--- src/rtl/roe_regdec_pkg.sv ---
// Shared types and helpers for the R.O.E register-address decode path.
// Contents:
//   PAGE_W_DEF / LOW_W_DEF  default page and lower-field widths
//   page_t / lower_t        default-width page and lower register fields
//   addr_cat()              forms a full register address {page, lower}
package roe_regdec_pkg;

    localparam int PAGE_W_DEF = 2;
    localparam int LOW_W_DEF  = 2;
    localparam int ADDR_W_DEF = PAGE_W_DEF + LOW_W_DEF;

    typedef logic [PAGE_W_DEF-1:0] page_t;
    typedef logic [LOW_W_DEF-1:0]  lower_t;

    function automatic logic [ADDR_W_DEF-1:0] addr_cat(page_t page, lower_t lower);
        return {page, lower};
    endfunction

endpackage

--- src/rtl/page_stack.sv ---
// LIFO of saved register pages. Never wraps: a push while full and a
// pop while empty are ignored, so no stored entry is ever overwritten.
// Ports:
//   clk, reset  clock, synchronous active-high reset (clears count and contents)
//   push, pop   store din / discard top entry (caller never asserts both)
//   din         page to save
//   dout        current top entry (0 when empty)
//   depth       occupied entries
//   full/empty  occupancy status
module page_stack #(
    parameter int WIDTH = 2,
    parameter int DEPTH = 4,
    parameter int DW    = $clog2(DEPTH + 1)
) (
    input  logic             clk,
    input  logic             reset,
    input  logic             push,
    input  logic             pop,
    input  logic [WIDTH-1:0] din,
    output logic [WIDTH-1:0] dout,
    output logic [DW-1:0]    depth,
    output logic             full,
    output logic             empty
);

    logic [WIDTH-1:0] mem [DEPTH];
    logic [DW-1:0]    cnt;

    assign depth = cnt;
    assign full  = (cnt == DW'(DEPTH));
    assign empty = (cnt == '0);

    // Entry index compared against the count rather than used as an
    // address, so the count width never has to match the array index width.
    always_ff @(posedge clk) begin
        if (reset) begin
            cnt <= '0;
            for (int i = 0; i < DEPTH; i++) mem[i] <= '0;
        end else if (push && !full) begin
            for (int i = 0; i < DEPTH; i++)
                if (cnt == DW'(i)) mem[i] <= din;
            cnt <= cnt + DW'(1);
        end else if (pop && !empty) begin
            cnt <= cnt - DW'(1);
        end
    end

    always_comb begin
        dout = '0;
        for (int i = 0; i < DEPTH; i++)
            if (cnt == DW'(i + 1)) dout = mem[i];
    end

endmodule

--- src/rtl/reg_page_ctrl.sv ---
// Register-page (play-area) controller. Holds the current page and forms
// registered full addresses {page_nxt, lower_i} for NUM_PORTS operand ports.
// The address uses the page taking effect this cycle (bypass), so a page
// switch and the operand fetch that depends on it can issue together.
// Optional page stack (macro ROE_PAGE_STACK_EN) lets subroutines switch
// play area and return to the caller's page.
// Ports:
//   clk, reset            clock, synchronous active-high reset
//   set_pa_en/set_pa_val  load a new page
//   push/pop              save / restore page on the stack
//   lower_addr            packed per-port lower fields, port i at [i*LOW_W +: LOW_W]
//   reg_addr              registered full addresses, port i at [i*AW +: AW]
//   cur_page              registered current page
//   depth                 occupied stack entries
//   ovf/unf/op_err        1-cycle pulses: push on full, pop on empty, push with pop
module reg_page_ctrl
    import roe_regdec_pkg::*;
#(
    parameter int PAGE_W      = PAGE_W_DEF,
    parameter int LOW_W       = LOW_W_DEF,
    parameter int NUM_PORTS   = 2,
    parameter int STACK_DEPTH = 4
) (
    input  logic                                clk,
    input  logic                                reset,
    input  logic                                set_pa_en,
    input  logic [PAGE_W-1:0]                   set_pa_val,
    input  logic                                push,
    input  logic                                pop,
    input  logic [NUM_PORTS*LOW_W-1:0]          lower_addr,
    output logic [NUM_PORTS*(PAGE_W+LOW_W)-1:0] reg_addr,
    output logic [PAGE_W-1:0]                   cur_page,
    output logic [$clog2(STACK_DEPTH+1)-1:0]    depth,
    output logic                                ovf,
    output logic                                unf,
    output logic                                op_err
);

    localparam int AW = PAGE_W + LOW_W;
    localparam int DW = $clog2(STACK_DEPTH + 1);

    logic [PAGE_W-1:0]       page_nxt;
    logic [PAGE_W-1:0]       page_sel;
    logic [NUM_PORTS*AW-1:0] addr_nxt;
    logic                    ovf_nxt, unf_nxt, err_nxt;

    // Page chosen when no stack operation claims the cycle.
    assign page_sel = set_pa_en ? set_pa_val : cur_page;

`ifdef ROE_PAGE_STACK_EN
    logic              stk_push, stk_pop;
    logic [PAGE_W-1:0] stk_dout;
    logic [DW-1:0]     stk_depth;
    logic              stk_full, stk_empty;

    // The stack always saves the old page; a push with set_pa_en is a
    // call into a new area, a successful pop is the return and wins over set_pa_en.
    always_comb begin
        page_nxt = page_sel;
        stk_push = 1'b0;
        stk_pop  = 1'b0;
        ovf_nxt  = 1'b0;
        unf_nxt  = 1'b0;
        err_nxt  = 1'b0;
        if (push && pop) begin
            err_nxt = 1'b1;
        end else if (pop) begin
            if (!stk_empty) begin
                page_nxt = stk_dout;
                stk_pop  = 1'b1;
            end else begin
                unf_nxt = 1'b1;
            end
        end else if (push) begin
            if (!stk_full) stk_push = 1'b1;
            else           ovf_nxt  = 1'b1;
        end
    end

    page_stack #(
        .WIDTH (PAGE_W),
        .DEPTH (STACK_DEPTH),
        .DW    (DW)
    ) u_stack (
        .clk   (clk),
        .reset (reset),
        .push  (stk_push),
        .pop   (stk_pop),
        .din   (cur_page),
        .dout  (stk_dout),
        .depth (stk_depth),
        .full  (stk_full),
        .empty (stk_empty)
    );

    assign depth = stk_depth;
`else
    logic unused_stack_ops;
    assign unused_stack_ops = push ^ pop;

    assign page_nxt = page_sel;
    assign ovf_nxt  = 1'b0;
    assign unf_nxt  = 1'b0;
    assign err_nxt  = 1'b0;
    assign depth    = '0;
`endif

    // Per-port address formation; the package helper covers the default
    // field widths, other widths concatenate directly.
    for (genvar g = 0; g < NUM_PORTS; g++) begin : g_port
        if (PAGE_W == PAGE_W_DEF && LOW_W == LOW_W_DEF) begin : g_def
            assign addr_nxt[g*AW +: AW] =
                addr_cat(page_t'(page_nxt), lower_t'(lower_addr[g*LOW_W +: LOW_W]));
        end else begin : g_gen
            assign addr_nxt[g*AW +: AW] = {page_nxt, lower_addr[g*LOW_W +: LOW_W]};
        end
    end

    always_ff @(posedge clk) begin
        if (reset) begin
            cur_page <= '0;
            reg_addr <= '0;
            ovf      <= 1'b0;
            unf      <= 1'b0;
            op_err   <= 1'b0;
        end else begin
            cur_page <= page_nxt;
            reg_addr <= addr_nxt;
            ovf      <= ovf_nxt;
            unf      <= unf_nxt;
            op_err   <= err_nxt;
        end
    end

endmodule

--- config.mk ---
export PLATFORM = sky130hd
export DESIGN_NAME = reg_page_ctrl
export DESIGN_NICKNAME = d
export VERILOG_FILES = /design/src/rtl/roe_regdec_pkg.sv /design/src/rtl/page_stack.sv /design/src/rtl/reg_page_ctrl.sv
export SDC_FILE = /design/constraint.sdc
export NUM_CORES = 1
export LEC_CHECK = 0
export BUFFER_PORTS_ARGS = -buffer_cell sky130_fd_sc_hd__buf_2
export CELL_PAD_IN_SITES_DETAIL_PLACEMENT = 0
export CELL_PAD_IN_SITES_GLOBAL_PLACEMENT = 1
export CORE_MARGIN = 10
export CORE_UTILIZATION = 18
export CTS_CLUSTER_SIZE = 14
export DETAILED_ROUTE_END_ITERATION = 10
export GPL_ROUTABILITY_DRIVEN = 0
export PLACE_DENSITY_LB_ADDON = 0.1
export SETUP_SLACK_MARGIN = 0.2
export SLEW_MARGIN = 20
export SYNTH_ARGS = -nofsm -noshare
export SYNTH_HDL_FRONTEND = slang
export SYNTH_SLANG_ARGS = --single-unit
--- constraint.sdc ---
create_clock -name clk -period 0.8 [get_ports clk]
set_input_delay 0.04 -clock clk [delete_from_list [all_inputs] [get_ports clk]]
set_output_delay 0.04 -clock clk [all_outputs]
set_load 0.005 [all_outputs]
==> flow_metrics.env, run 1 <==
export IMPL_viasPerCell=3.41
export IMPL_cp_top_family="flip-flops"
export IMPL_cp_buffers_inverters=1
export IMPL_netlist_area_sq_um=251
export IMPL_synth_edf_count=0
export IMPL_cts_sinks=6
export IMPL_p_per_area_mw_per_mm2=2010
export IMPL_grt_total_usage=0.0398
export IMPL_worstHoldPathType="input port to flop"
export IMPL_overflow=0
export IMPL_cts_root_buf="clkbuf_4"
export IMPL_path_clk_slew_ps=50
export IMPL_maxClockFrequency_mhz=1390
export IMPL_n_antenna_cell=0
export IMPL_crit_path_end="cur_page[1]"
export IMPL_dp_cells=53
export IMPL_netlist_instances=25
export IMPL_die_h_um=57.4
export IMPL_cts_htree_levels=1
export IMPL_yosysMostFrequentCell="buf_4"
export IMPL_yosys_cell_types_count=6
export IMPL_layoutNonFillerInstCount=56
export IMPL_worst_path_max_fanout=4
export IMPL_clock_latency_ps=230
export IMPL_synth_top_area_share=0.478
export IMPL_largest_register_ffs=6
export IMPL_yosys_most_used_dff="dfxtp_1"
export IMPL_grt_pass1_wl_um=938
export IMPL_setup_worst_path_start="reg_addr[3]"
export IMPL_path_cells="buf_2"
export IMPL_max_cap_viol_count=0
export IMPL_r2r_end="reg_addr[6]"
export IMPL_critPathMaxStageDelay_ps=330
export IMPL_nets=54
export IMPL_top_regs="reg_addr (6)"
export IMPL_cp_required_ps=760
export IMPL_rsz0062_at_grt="true"
export IMPL_ys_seq_area_frac=0.478
export IMPL_drtAntennaViolNets=0
export IMPL_power_leakage_nw=0.190
export IMPL_ff2ff_path_depth=2
export IMPL_vias=191
export IMPL_core_area_sq_mm=0.00132
export IMPL_clockBufferDepth=2
export IMPL_slew_viol_final=0
export IMPL_finalSetupViolCount=0
export IMPL_cts_buffers=3
export IMPL_postSynthAreaPerCell_sq_um=10.1
export IMPL_cp_slowest_cell="dfxtp_2"
export IMPL_skew_ps=0
export IMPL_grt_start_max_net_pins=7
export IMPL_tns_ps=0
export IMPL_grt_pass1_vias=211
export IMPL_status="completed"
export IMPL_die_area_sq_mm=0.00329
export IMPL_first_pass_iters=2
export IMPL_cts_tree="done"
export IMPL_yosys_area_top_type="dfxtp_1"
export IMPL_fillers=146
export IMPL_ys_warnings_count=0
export IMPL_fp_dieW_um=57.4
export IMPL_multi_input_area_sq_um=75.1
export IMPL_r2r_setup_slack_ps=200
export IMPL_synth_area_top_cells="dfxtp_1, buf_4, nor2b_1"
export IMPL_portBuffers=18
export IMPL_drc=0
export IMPL_crit_cells=1
export IMPL_holdBufCountCts=0
export IMPL_drive_above_1_share=0.585
export IMPL_drtIter0Drc=2
export IMPL_cp_arrival_ps=680
export IMPL_routed_wl_um=637
export IMPL_synth_seq_cells=6
export IMPL_period_minus_slack_ps=721
export IMPL_reg2reg_from="reg_addr[6]"
export IMPL_critPathLaunchType="flop"
export IMPL_synth_common_cells="buf_4, dfxtp_1, nor2b_1, mux2i_1, nor2_1"
export IMPL_fin_crit_sh=0.901
export IMPL_peakVddDrop_uv=592
export IMPL_seq_area_sq_um=124
export IMPL_grt_antenna_before_repair=0
export IMPL_hold_viol_final=0
export IMPL_async_reset_ff_frac=0
export IMPL_synthToLayoutAreaGrowth_pct=33.8
export IMPL_top_register="reg_addr"
export IMPL_path_class="flop to output port"
export IMPL_fp_row_count=13
export IMPL_io_pins=27
export IMPL_initial_utilization=0.191
export IMPL_endpoint_kind="output port"
export IMPL_wl_per_cell_um=11.4
-- metrics by stage --
step | util | total power [mW] | setup WS, ps | hold WS [ps] | cell area, sq um
floorplan | - | 0.392 | 212 | 112 | 270
global placement | 0.231 | 0.409 | 200 | 251 | 304
detailed placement | 0.231 | 0.410 | 194 | 256 | 304
CTS | 0.250 | 0.691 | 59.9 | 0.503 | 329
global route | 0.255 | 0.724 | 35.1 | 6.73 | 337
finish | 0.255 | 0.678 | 79.5 | 7.71 | 337
-- per-layer routing --
layer	vias up	track usage	share of wire
li1	92	-	-
met1	84	0.0365	0.41
met2	15	0.0521	0.48
met3	0	0.0398	0.10
met4	0	0.0302	0
met5	-	0	0
-- cell usage in the layout, fill, tap and decap left out, drive strengths merged --
cell,count
nor2b,4
clkbuf,3
dfxtp,6
conb,6
buf,18
mux2i,2
nor2,2
-- power by group --
group / switching [mW] / internal [mW]
combinational: 0.0367 / 0.0452
sequential: 0.00734 / 0.319
clock: 0.101 / 0.169
total: 0.145 / 0.533
-- logic make-up (layout without fill, tap and decap cells) --
family	Yosys count	count (layout)	share of synthesized area
muxes	2	2	0.0796
and+or+nand+nor	6	6	0.129
buffers and inverters	10	21	0.298
other	1	6	0.0149
DFF	6	6	0.478
-- final cells by class --
class,count,share of cell area
Clock buffer,3,0.0669
Multi-Input combinational cell,14,0.223
Sequential cell,6,0.368
Tap cell,15,0.0558
Timing Repair Buffer,18,0.286
-- how the worst min path moves through the flow --
| stage | startpoint | endpoint | slack [ps] | depth (start not counted) |
|---|---|---|---|---|
| after floorplan | reset | reg_addr[0] | 110 | 1 |
| after global placement | lower_addr[1] | reg_addr[1] | 250 | 2 |
| after detailed placement | lower_addr[1] | reg_addr[1] | 260 | 2 |
| after CTS | lower_addr[1] | reg_addr[1] | 0.5 | 2 |
| after global routing | lower_addr[1] | reg_addr[1] | 7 | 2 |
| final | lower_addr[0] | reg_addr[0] | 8 | 2 |
-- what timing repair did --
item,4_1_cts,5_1_grt
setup endpoints to repair,12,12
setup buffers,0,0
gates resized for setup,2,2
(Power assumes the default switching activity.)
==> run 2: changes to the inputs <==
--- a/config.mk
+++ b/config.mk
@@ -5,6 +5,7 @@
 export SDC_FILE = /design/constraint.sdc
 export NUM_CORES = 1
 export LEC_CHECK = 0
+export ABC_AREA = 1
 export BUFFER_PORTS_ARGS = -buffer_cell sky130_fd_sc_hd__buf_2
 export CELL_PAD_IN_SITES_DETAIL_PLACEMENT = 0
 export CELL_PAD_IN_SITES_GLOBAL_PLACEMENT = 1
==> flow_metrics.env, run 2 <==
export IMPL_status="completed"
export IMPL_ys_warnings_count=0
export IMPL_cp_arrival_ps=700
export IMPL_p_sw_frac=0.210
export IMPL_ff2ff_path_depth=2
export IMPL_largest_register_ffs=6
export IMPL_synth_area_top_cells="dfxtp_1, buf_4, nor2_1"
export IMPL_cts_sinks=6
export IMPL_grt_pass1_vias=233
export IMPL_skew_ps=0
export IMPL_cp_buffers_inverters=1
export IMPL_holdBufCountCts=0
export IMPL_path_class="flop to output port"
export IMPL_met2_usage=0.0495
export IMPL_cp_slowest_cell="dfxtp_4"
export IMPL_grt_antenna_before_repair=0
export IMPL_final_common_cell="buf_2"
export IMPL_p_seq_frac=0.479
export IMPL_fp_row_count=13
export IMPL_clock_latency_ps=230
export IMPL_crit_cells=1
export IMPL_hold_viol_final=0
export IMPL_max_cap_viol_count=0
export IMPL_wl_per_cell_um=10.2
export IMPL_grt_total_usage=0.0403
export IMPL_cp_required_ps=760
export IMPL_drive_above_1_share=0.481
export IMPL_layoutNonFillerInstCount=67
export IMPL_drtIter0Drc=2
export IMPL_top_register="reg_addr"
export IMPL_comb_power_share=0.151
export IMPL_crit_path_end="cur_page[1]"
export IMPL_n_antenna_cell=0
export IMPL_ys_seq_area_frac=0.444
export IMPL_r2r_setup_slack_ps=200
export IMPL_tns_ps=0
export IMPL_synth_edf_count=0
export IMPL_slew_viol_final=0
export IMPL_synth_common_cells="buf_4, nor2_1, dfxtp_1, inv_1, nand2_1"
export IMPL_yosysMostFrequentCell="buf_4"
export IMPL_cts_buffers=3
export IMPL_path_cells="buf_6"
export IMPL_peakVddDrop_uv=344
export IMPL_dpl_cell_area_sq_um=323
export IMPL_use_met3=0.0258
export IMPL_final_util=0.279
export IMPL_cp_top_family="flip-flops"
export IMPL_portBuffers=18
export IMPL_drc=0
export IMPL_first_pass_iters=2
export IMPL_nets=65
export IMPL_top_regs="reg_addr (6)"
export IMPL_cts_htree_levels=1
export IMPL_rsz0062_at_grt="true"
export IMPL_report_power_total_uw=690
export IMPL_initial_utilization=0.200
export IMPL_vias=235
export IMPL_grt_pass1_wl_um=979
export IMPL_postSynthAreaPerCell_sq_um=7.51
export IMPL_min_path_cells=3
export IMPL_final_area_sq_um=377
export IMPL_internal_power_uw=545
export IMPL_cts_setup_buffers=0
export IMPL_core_area_sq_mm=0.00135
export IMPL_async_reset_ff_frac=0
export IMPL_fp_dieW_um=58.8
export IMPL_setup_worst_path_start="reg_addr[3]"
export IMPL_netlist_area_sq_um=270
export IMPL_viasPerCell=3.51
export IMPL_r2r_end="reg_addr[3]"
export IMPL_clockBufferDepth=2
export IMPL_synthToLayoutAreaGrowth_pct=39.4
export IMPL_synth_top_area_share=0.444
export IMPL_finalSetupViolCount=0
export IMPL_die_h_um=58.8
export IMPL_clkPwrFrac=0.370
export IMPL_switchingPower_uw=145
export IMPL_p_per_area_mw_per_mm2=1830
export IMPL_fin_ws_ps=62.9
export IMPL_overflow=0
export IMPL_reg2reg_from="reg_addr[3]"
export IMPL_die_area_sq_mm=0.00345
export IMPL_synth_seq_cells=6
export IMPL_worst_path_max_fanout=4
export IMPL_path_clk_slew_ps=40
export IMPL_io_pins=27
export IMPL_busiest_layer="met4"
export IMPL_endpoint_kind="output port"
export IMPL_routed_wl_um=685
export IMPL_power_leakage_nw=0.232
export IMPL_dp_cells=64
export IMPL_netlist_instances=36
export IMPL_cts_root_buf="clkbuf_4"
export IMPL_post_cts_resized=2
export IMPL_worstHoldPathType="input port to flop"
export IMPL_grt_start_max_net_pins=6
export IMPL_gr_usage_met1=0.0337
export IMPL_maxClockFrequency_mhz=1360
export IMPL_critPathMaxStageDelay_ps=350
export IMPL_drtAntennaViolNets=0
export IMPL_mostFrequentLayoutCells="buf_2, nor2_1, inv_1, conb_1"
export IMPL_critPathLaunchType="flop"
export IMPL_hold_slack_ps=12.2
export IMPL_hpwl_um=620
export IMPL_yosys_cell_types_count=7
export IMPL_cts_tree="done"
export IMPL_yosys_area_top_type="dfxtp_1"
export IMPL_yosys_most_used_dff="dfxtp_1"
export IMPL_period_minus_slack_ps=737
export IMPL_dp_slack_ps=231
export IMPL_fin_crit_sh=0.921
-- run 2: layout make-up --
| class | count | area, sq um |
|---|---|---|
| tap | 15 | 18.8 |
| multi-input combinational | 18 | 67.6 |
| sequential | 6 | 126 |
| inverter | 7 | 26.3 |
| timing repair buffer | 18 | 115 |
| fill | 162 | 973 |
| clock buffer | 3 | 22.5 |
-- run 2: worst min path at each step --
stage / start / endpoint / slack [ps]
after CTS: lower_addr[0] / reg_addr[0] / 6
after global routing: lower_addr[2] / reg_addr[4] / 30
after floorplan: reset / reg_addr[0] / 110
after global placement: lower_addr[3] / reg_addr[5] / 260
final: lower_addr[0] / reg_addr[0] / 10
after detailed placement: lower_addr[0] / reg_addr[0] / 250
-- run 2: cells by family (layout without fill, tap and decap cells) --
group / after synthesis / after routing / synth area share
simple gates: 12 / 12 / 0.167
flops: 6 / 6 / 0.444
buf+inv: 17 / 28 / 0.375
other cells: 1 / 6 / 0.0139
-- run 2: power by group through the flow --
stage	Combinational, mW	Sequential [mW]	Clock, mW
after CTS	0.0919	0.328	0.272
final	0.104	0.330	0.255
after floorplan	0.0687	0.334	0
after global placement	0.0913	0.330	0
after detailed placement	0.0914	0.332	0
after global routing	0.119	0.332	0.273
-- run 2: metal layers --
layer | vias up | wire (um)
met3 | 0 | 81
met2 | 14 | 361
li1 | 117 | -
met5 | - | 0
met4 | 0 | 0
met1 | 104 | 242
